--- src/rtl/rs_syndrome_calc_if.sv ---
// Symbol stream in, syndrome vector out, for the RS(31,k) syndrome stage.
// The producer of received symbols drives the master side.
interface rs_syndrome_calc_if #(
    parameter int T = 4
);
    logic              start;
    logic              symbol_valid;
    logic [4:0]        symbol_in;
    logic              busy;
    logic              synd_valid;
    logic [10*T-1:0]   syndromes;
    logic              synd_nonzero;

    modport master (
        output start, symbol_valid, symbol_in,
        input  busy, synd_valid, syndromes, synd_nonzero
    );

    modport slave (
        input  start, symbol_valid, symbol_in,
        output busy, synd_valid, syndromes, synd_nonzero
    );
endinterface

--- src/rtl/rs_syndrome_calc.sv ---
// Syndrome calculator for RS(31,31-2T) over GF(2^5), p(x) = x^5 + x^2 + 1.
// Horner-evaluates the received polynomial at alpha^FCR .. alpha^(FCR+2T-1).
module rs_syndrome_calc #(
    parameter int T   = 4,
    parameter int FCR = 1
) (
    input logic               clock,
    input logic               reset_n,
    rs_syndrome_calc_if.slave bus
);

    localparam int NSYND = 2 * T;

    typedef enum logic [1:0] {
        IDLE,
        ACCUM,
        DONE
    } state_t;

    state_t state, state_next;

    logic [4:0]         count;
    logic [4:0]         acc    [NSYND];
    logic [4:0]         horner [NSYND];
    logic [10*T-1:0]    horner_flat;
    logic [10*T-1:0]    synd_reg;
    logic               nonzero_reg;
    logic               take_start;
    logic               take_symbol;
    logic               last_symbol;

    // One multiply by alpha: shift, then fold alpha^5 back as alpha^2 + 1.
    function automatic logic [4:0] mul_alpha(input logic [4:0] a);
        return {a[3:0], 1'b0} ^ (a[4] ? 5'b00101 : 5'b00000);
    endfunction

    function automatic logic [4:0] mul_alpha_pow(input logic [4:0] a, input int k);
        logic [4:0] r;
        r = a;
        for (int i = 0; i < k; i++) begin
            r = mul_alpha(r);
        end
        return r;
    endfunction

    assign take_start  = bus.start & bus.symbol_valid;
    assign take_symbol = (state == ACCUM) & bus.symbol_valid & ~bus.start;
    assign last_symbol = take_symbol & (count == 5'd30);

    for (genvar j = 0; j < NSYND; j++) begin : g_horner
        localparam int EXPO = (((FCR + j) % 31) + 31) % 31;
        assign horner[j]              = mul_alpha_pow(acc[j], EXPO) ^ bus.symbol_in;
        assign horner_flat[5*j +: 5]  = horner[j];
    end

    always_ff @(posedge clock or negedge reset_n) begin
        if (!reset_n) begin
            state <= IDLE;
        end else begin
            state <= state_next;
        end
    end

    // A start in any state begins a new frame; DONE lasts exactly one cycle.
    always_comb begin
        state_next = state;
        case (state)
            IDLE: begin
                if (take_start) begin
                    state_next = ACCUM;
                end
            end
            ACCUM: begin
                if (take_start) begin
                    state_next = ACCUM;
                end else if (last_symbol) begin
                    state_next = DONE;
                end
            end
            DONE: begin
                state_next = take_start ? ACCUM : IDLE;
            end
            default: begin
                state_next = IDLE;
            end
        endcase
    end

    always_ff @(posedge clock or negedge reset_n) begin
        if (!reset_n) begin
            count <= 5'd0;
            for (int j = 0; j < NSYND; j++) begin
                acc[j] <= 5'd0;
            end
        end else if (take_start) begin
            count <= 5'd1;
            for (int j = 0; j < NSYND; j++) begin
                acc[j] <= bus.symbol_in;
            end
        end else if (take_symbol) begin
            count <= count + 5'd1;
            for (int j = 0; j < NSYND; j++) begin
                acc[j] <= horner[j];
            end
        end
    end

    // The result is captured straight from the Horner network on the r0 edge,
    // so it is visible in the DONE cycle without an extra register stage.
    always_ff @(posedge clock or negedge reset_n) begin
        if (!reset_n) begin
            synd_reg    <= '0;
            nonzero_reg <= 1'b0;
        end else if (last_symbol) begin
            synd_reg    <= horner_flat;
            nonzero_reg <= |horner_flat;
        end
    end

    assign bus.busy         = (state == ACCUM);
    assign bus.synd_valid   = (state == DONE);
    assign bus.syndromes    = synd_reg;
    assign bus.synd_nonzero = nonzero_reg;

endmodule
--- src/flat_wrapper.sv ---
// flat-port wrapper written by rule: the top's interface ports become plain ports
module rs_syndrome_calc_flat 
#(
    parameter int T   = 4,
    parameter int FCR = 1
)
  (clock, reset_n, bus_start, bus_symbol_valid, bus_symbol_in, bus_busy, bus_synd_valid, bus_syndromes, bus_synd_nonzero);
  rs_syndrome_calc_if #(.T(T)) bus_i ();
  input logic clock;
  input logic reset_n;
  input wire logic [$bits(bus_i.start)-1:0] bus_start;
  input wire logic [$bits(bus_i.symbol_valid)-1:0] bus_symbol_valid;
  input wire logic [$bits(bus_i.symbol_in)-1:0] bus_symbol_in;
  output wire logic [$bits(bus_i.busy)-1:0] bus_busy;
  output wire logic [$bits(bus_i.synd_valid)-1:0] bus_synd_valid;
  output wire logic [$bits(bus_i.syndromes)-1:0] bus_syndromes;
  output wire logic [$bits(bus_i.synd_nonzero)-1:0] bus_synd_nonzero;
  assign bus_i.start = bus_start;
  assign bus_i.symbol_valid = bus_symbol_valid;
  assign bus_i.symbol_in = bus_symbol_in;
  assign bus_busy = bus_i.busy;
  assign bus_synd_valid = bus_i.synd_valid;
  assign bus_syndromes = bus_i.syndromes;
  assign bus_synd_nonzero = bus_i.synd_nonzero;
  rs_syndrome_calc #(.T(T), .FCR(FCR)) u_core (.clock(clock), .reset_n(reset_n), .bus(bus_i));
endmodule
--- config.mk ---
export PLATFORM = sky130hd
export DESIGN_NAME = rs_syndrome_calc_flat
export DESIGN_NICKNAME = d
export VERILOG_FILES = /design/src/rtl/rs_syndrome_calc_if.sv /design/src/rtl/rs_syndrome_calc.sv /design/src/flat_wrapper.sv
export SDC_FILE = /design/constraint.sdc
export NUM_CORES = 1
export LEC_CHECK = 0
export BUFFER_PORTS_ARGS = -buffer_cell sky130_fd_sc_hd__clkbuf_2
export CORE_AREA = 2 2 83 125
export CTS_BUF_LIST = sky130_fd_sc_hd__clkbuf_8
export CTS_CLUSTER_DIAMETER = 40
export DETAILED_ROUTE_END_ITERATION = 16
export DIE_AREA = 0 0 85 127
export PLACE_DENSITY = 0.82
export SLEW_MARGIN = 0
export SYNTH_ARGS = -nofsm -noshare
export SYNTH_HDL_FRONTEND = slang
export SYNTH_SLANG_ARGS = --single-unit
--- constraint.sdc ---
create_clock -name clock -period 2.1 [get_ports clock]
set_clock_uncertainty 0.05 [all_clocks]
set_input_delay 0.525 -clock clock [delete_from_list [all_inputs] [get_ports clock]]
set_output_delay 0.525 -clock clock [all_outputs]
set_load 0.005 [all_outputs]
==> reports/results.ini <==
[critical_path]
r2r-start = u_core.acc[5]$_DFFE_PN0P_
max_stage_delay_ns = 0.43
crit_type = flip-flop to flip-flop
cpMostUsedCell = xnor2_1
crit_buf_inv = 1
critPathLaunchType = flip-flop
cp_max_fo = 3
crit_path_end_kind = flip-flop
critPathLaunch = u_core.acc[5]$_DFFE_PN0P_
cp_cell_sequence = xnor2_1, xnor2_1, or3_1, a2111oi_1, buf_4, a21oi_1
required_ns = 2.31
cp_top_family = compound AO/OA/AOI/OAI gates
crit_slowest_cell = a2111oi_1
cp.arrival_ns = 2.21

[clocking]
cts_tree = yes
clk_pin_slew_ns = 0.08
cts_sinks = 88
numCtsBuffers = 9
cts-root-buf = clkbuf_8
clk_latency_ns = 0.37
postCtsSetupRepairBufs = 0
cts_max_path_buffers = 2
htree_levels = 3

[timing]
setup_slack_ns = 0.103
tns_ns = 0
worst_slew_pin_slew_ns = 0.564
slew_headroom = 0.624
finalHoldViolations = 0
finalSetupViolCount = 0
layout_min_cycle_time_ns = 2.00
period_share = 0.951
drv_slew = 0
fmax_mhz = 501

[synth]
synthCells = 611
synth.avg_cell_area_sq_um = 8.69
muxShareOfSynthArea = 0.0153
ys.flop_type = dfrtp_1
yosys_register_bits = 88
synth_edf_count = 0
synth-simple-area-share = 0.147
synthAdderAreaFrac = 0.00471
yosysSeqAreaShare = 0.415
async_flop_share = 1.00
synth-compound-area-share = 0.223
synthDistinctLibCells = 50
synth_top_family_by_area = compound AO/OA/AOI/OAI gates
synth_fp_nets = 622
synthXorXnorAreaFrac = 0.141
yosysWarnings = 0
synth_area_sq_um = 5310

[route]
drt_iter0_markers = 515
num_vias = 4970
drtPass1Iterations = 6
finalWirelength_um = 15200
vias_per_cell = 6.14
drcViolationCount = 0
routedWlPerCell_um = 18.7
postRouteAntennaNets = 0

[power]
powerDensity_nw_per_um2 = 1030
ir_drop_v = 0.000678
seqPwrFrac = 0.353
swShare = 0.388
p_int_w = 0.00402
power.share.combinational = 0.467
power_leakage_nw = 2.93
clkPwrFrac = 0.180
total_power_w = 0.00657
switching_power_w = 0.00255

[global_route]
antenna_found_initial = 0
grt_start_max_net_pins = 89
grt_pass1_wl_um = 23800
grt_pass1_vias = 4750
grt_usage = 0.282
grt-ovfl-total = 0

[layout]
fill_cells = 744
multi_input_area_sq_um = 2910
fin_cells = 810
seqCellArea_sq_um = 2200
nets = 701
layout-drive-gt1-share = 0.227
num_antenna_cells = 0
area_growth_pct = 20.4

[hold_path]
hp-class = input pin to async pin

[die]
die_h_um = 127
die-area_sq_um = 10800
core-area_sq_um = 9630
initial_core_util = 0.551
rows = 44
pin_count = 52
die_w_um = 85

[placed_design]
routabilityCongestion = 0.963
portBuffers = 51
dp_hpwl_um = 10700
preCtsSetupSlack_ns = -0.150
dpl.cell_count = 793

[job]
maxCapViolations = 0

[status]
status = complete, no violations

==> worst register-to-register path, delay by kind of cell (launching register included) <==
kind	cells	cell delay (ns)
AND/OR/NAND/NOR	1	0.36
buffers and inverters	1	0.19
AO/OA/AOI/OAI	2	0.48
XOR/XNOR	2	0.37
flip-flops	1	0.42
==> sequential cells by signal, summed over array words and instances, names as in the netlist <==
name                     cells
u_core.bus.syndromes        40
u_core.state                 2
u_core.acc                  40
u_core.count                 5
u_core.bus.synd_nonzero      1
==> cells by family after synthesis <==
family                   count (synthesis)
adder cells (fa/ha/maj)                  2
multiplexers                             8
AO/OA/AOI/OAI                          195
XOR/XNOR                                83
flip-flops                              88
buffers and inverters                   68
AND/OR/NAND/NOR                        167
==> what timing repair did <==
| action | 4_1_cts | 5_1_grt |
|---|---|---|
| hold buffers | 0 | 0 |
| setup endpoints to repair | 0 | 2 |
| resized for setup | 0 | 14 |
==> worst paths after layout <==
path                                                         to  depth (start not counted)  slack (ns)
max                         u_core.bus.synd_nonzero$_DFFE_PN0P_                          6        0.10
min                                 u_core.count[0]$_DFFE_PN0P_                          2        0.13
max reg2reg                 u_core.bus.synd_nonzero$_DFFE_PN0P_                          6        0.10
min reg2reg                u_core.bus.syndromes[12]$_DFFE_PN0P_                          2        0.43
max in group asynchronous             u_core.acc[1]$_DFFE_PN0P_                          2        1.50
min in group clock                  u_core.count[1]$_DFFE_PN0P_                          3        0.42
==> cell usage after synthesis, types with 4 or more instances <==
library cell,count,area (sq um)
nand4_1,6,37.5
xor2_1,34,298
nand3_1,16,80.1
nor2_1,38,143
buf_2,12,60.1
o22ai_1,25,156
o21ai_0,61,305
a31oi_1,9,56.3
a22o_1,20,175
o21a_1,7,52.6
nand2_1,75,282
o21ai_1,4,20.0
or3_1,4,25.0
dfrtp_1,88,2200
a21oi_1,46,230
nand2b_1,8,50.1
nor2b_1,5,31.3
mux2i_1,7,70.1
clkbuf_1,32,120
buf_1,10,37.5
inv_1,10,37.5
o31ai_1,7,52.6
xnor2_1,46,403
==> power by group through the flow <==
stage | clock network [W] | registers, W | logic [W]
after floorplan | 0 | 0.00211 | 0.00208
after global placement | 0 | 0.00228 | 0.00283
after detailed placement | 0 | 0.00230 | 0.00293
after CTS | 0.00121 | 0.00227 | 0.00295
after global routing | 0.00127 | 0.00234 | 0.00334
final | 0.00118 | 0.00232 | 0.00307
==> cell usage in the layout (no fill, tap or decap), types with 9 or more instances in the layout <==
cell	n
dfrtp_1	87
nand2_1	75
buf_4	70
o21ai_0	61
clkbuf_2	50
a21oi_1	46
xnor2_1	40
nor2_1	38
xor2_1	32
o22ai_1	25
a22o_1	20
nand3_1	16
inv_1	11
clkbuf_8	11
a31oi_1	9
==> layer usage <==
layer	track usage	wire, um	up-vias
met5	0	0	-
met4	0.148	801	0
met3	0.0530	1100	67
met2	0.454	7430	247
met1	0.358	5850	2387
li1	-	-	2269
==> metrics by stage <==
step	hold WS, ns	util	instance area, sq um
after detailed placement	0.417	0.631	6080
after floorplan	0.179	-	5310
after CTS	0.150	0.652	6280
after global routing	0.182	0.664	6400
final	0.130	0.664	6400
after global placement	0.399	0.631	6080
==> area by class of cell <==
type | instances | area share
timing repair buffer | 126 | 0.141
tap | 115 | 0.0225
sequential | 88 | 0.344
clock inverter | 5 | 0.00743
inverter | 10 | 0.00587
clock buffer | 11 | 0.0237
multi-input combinational | 455 | 0.455
No activity file was read; power rests on OpenSTA's default activity.
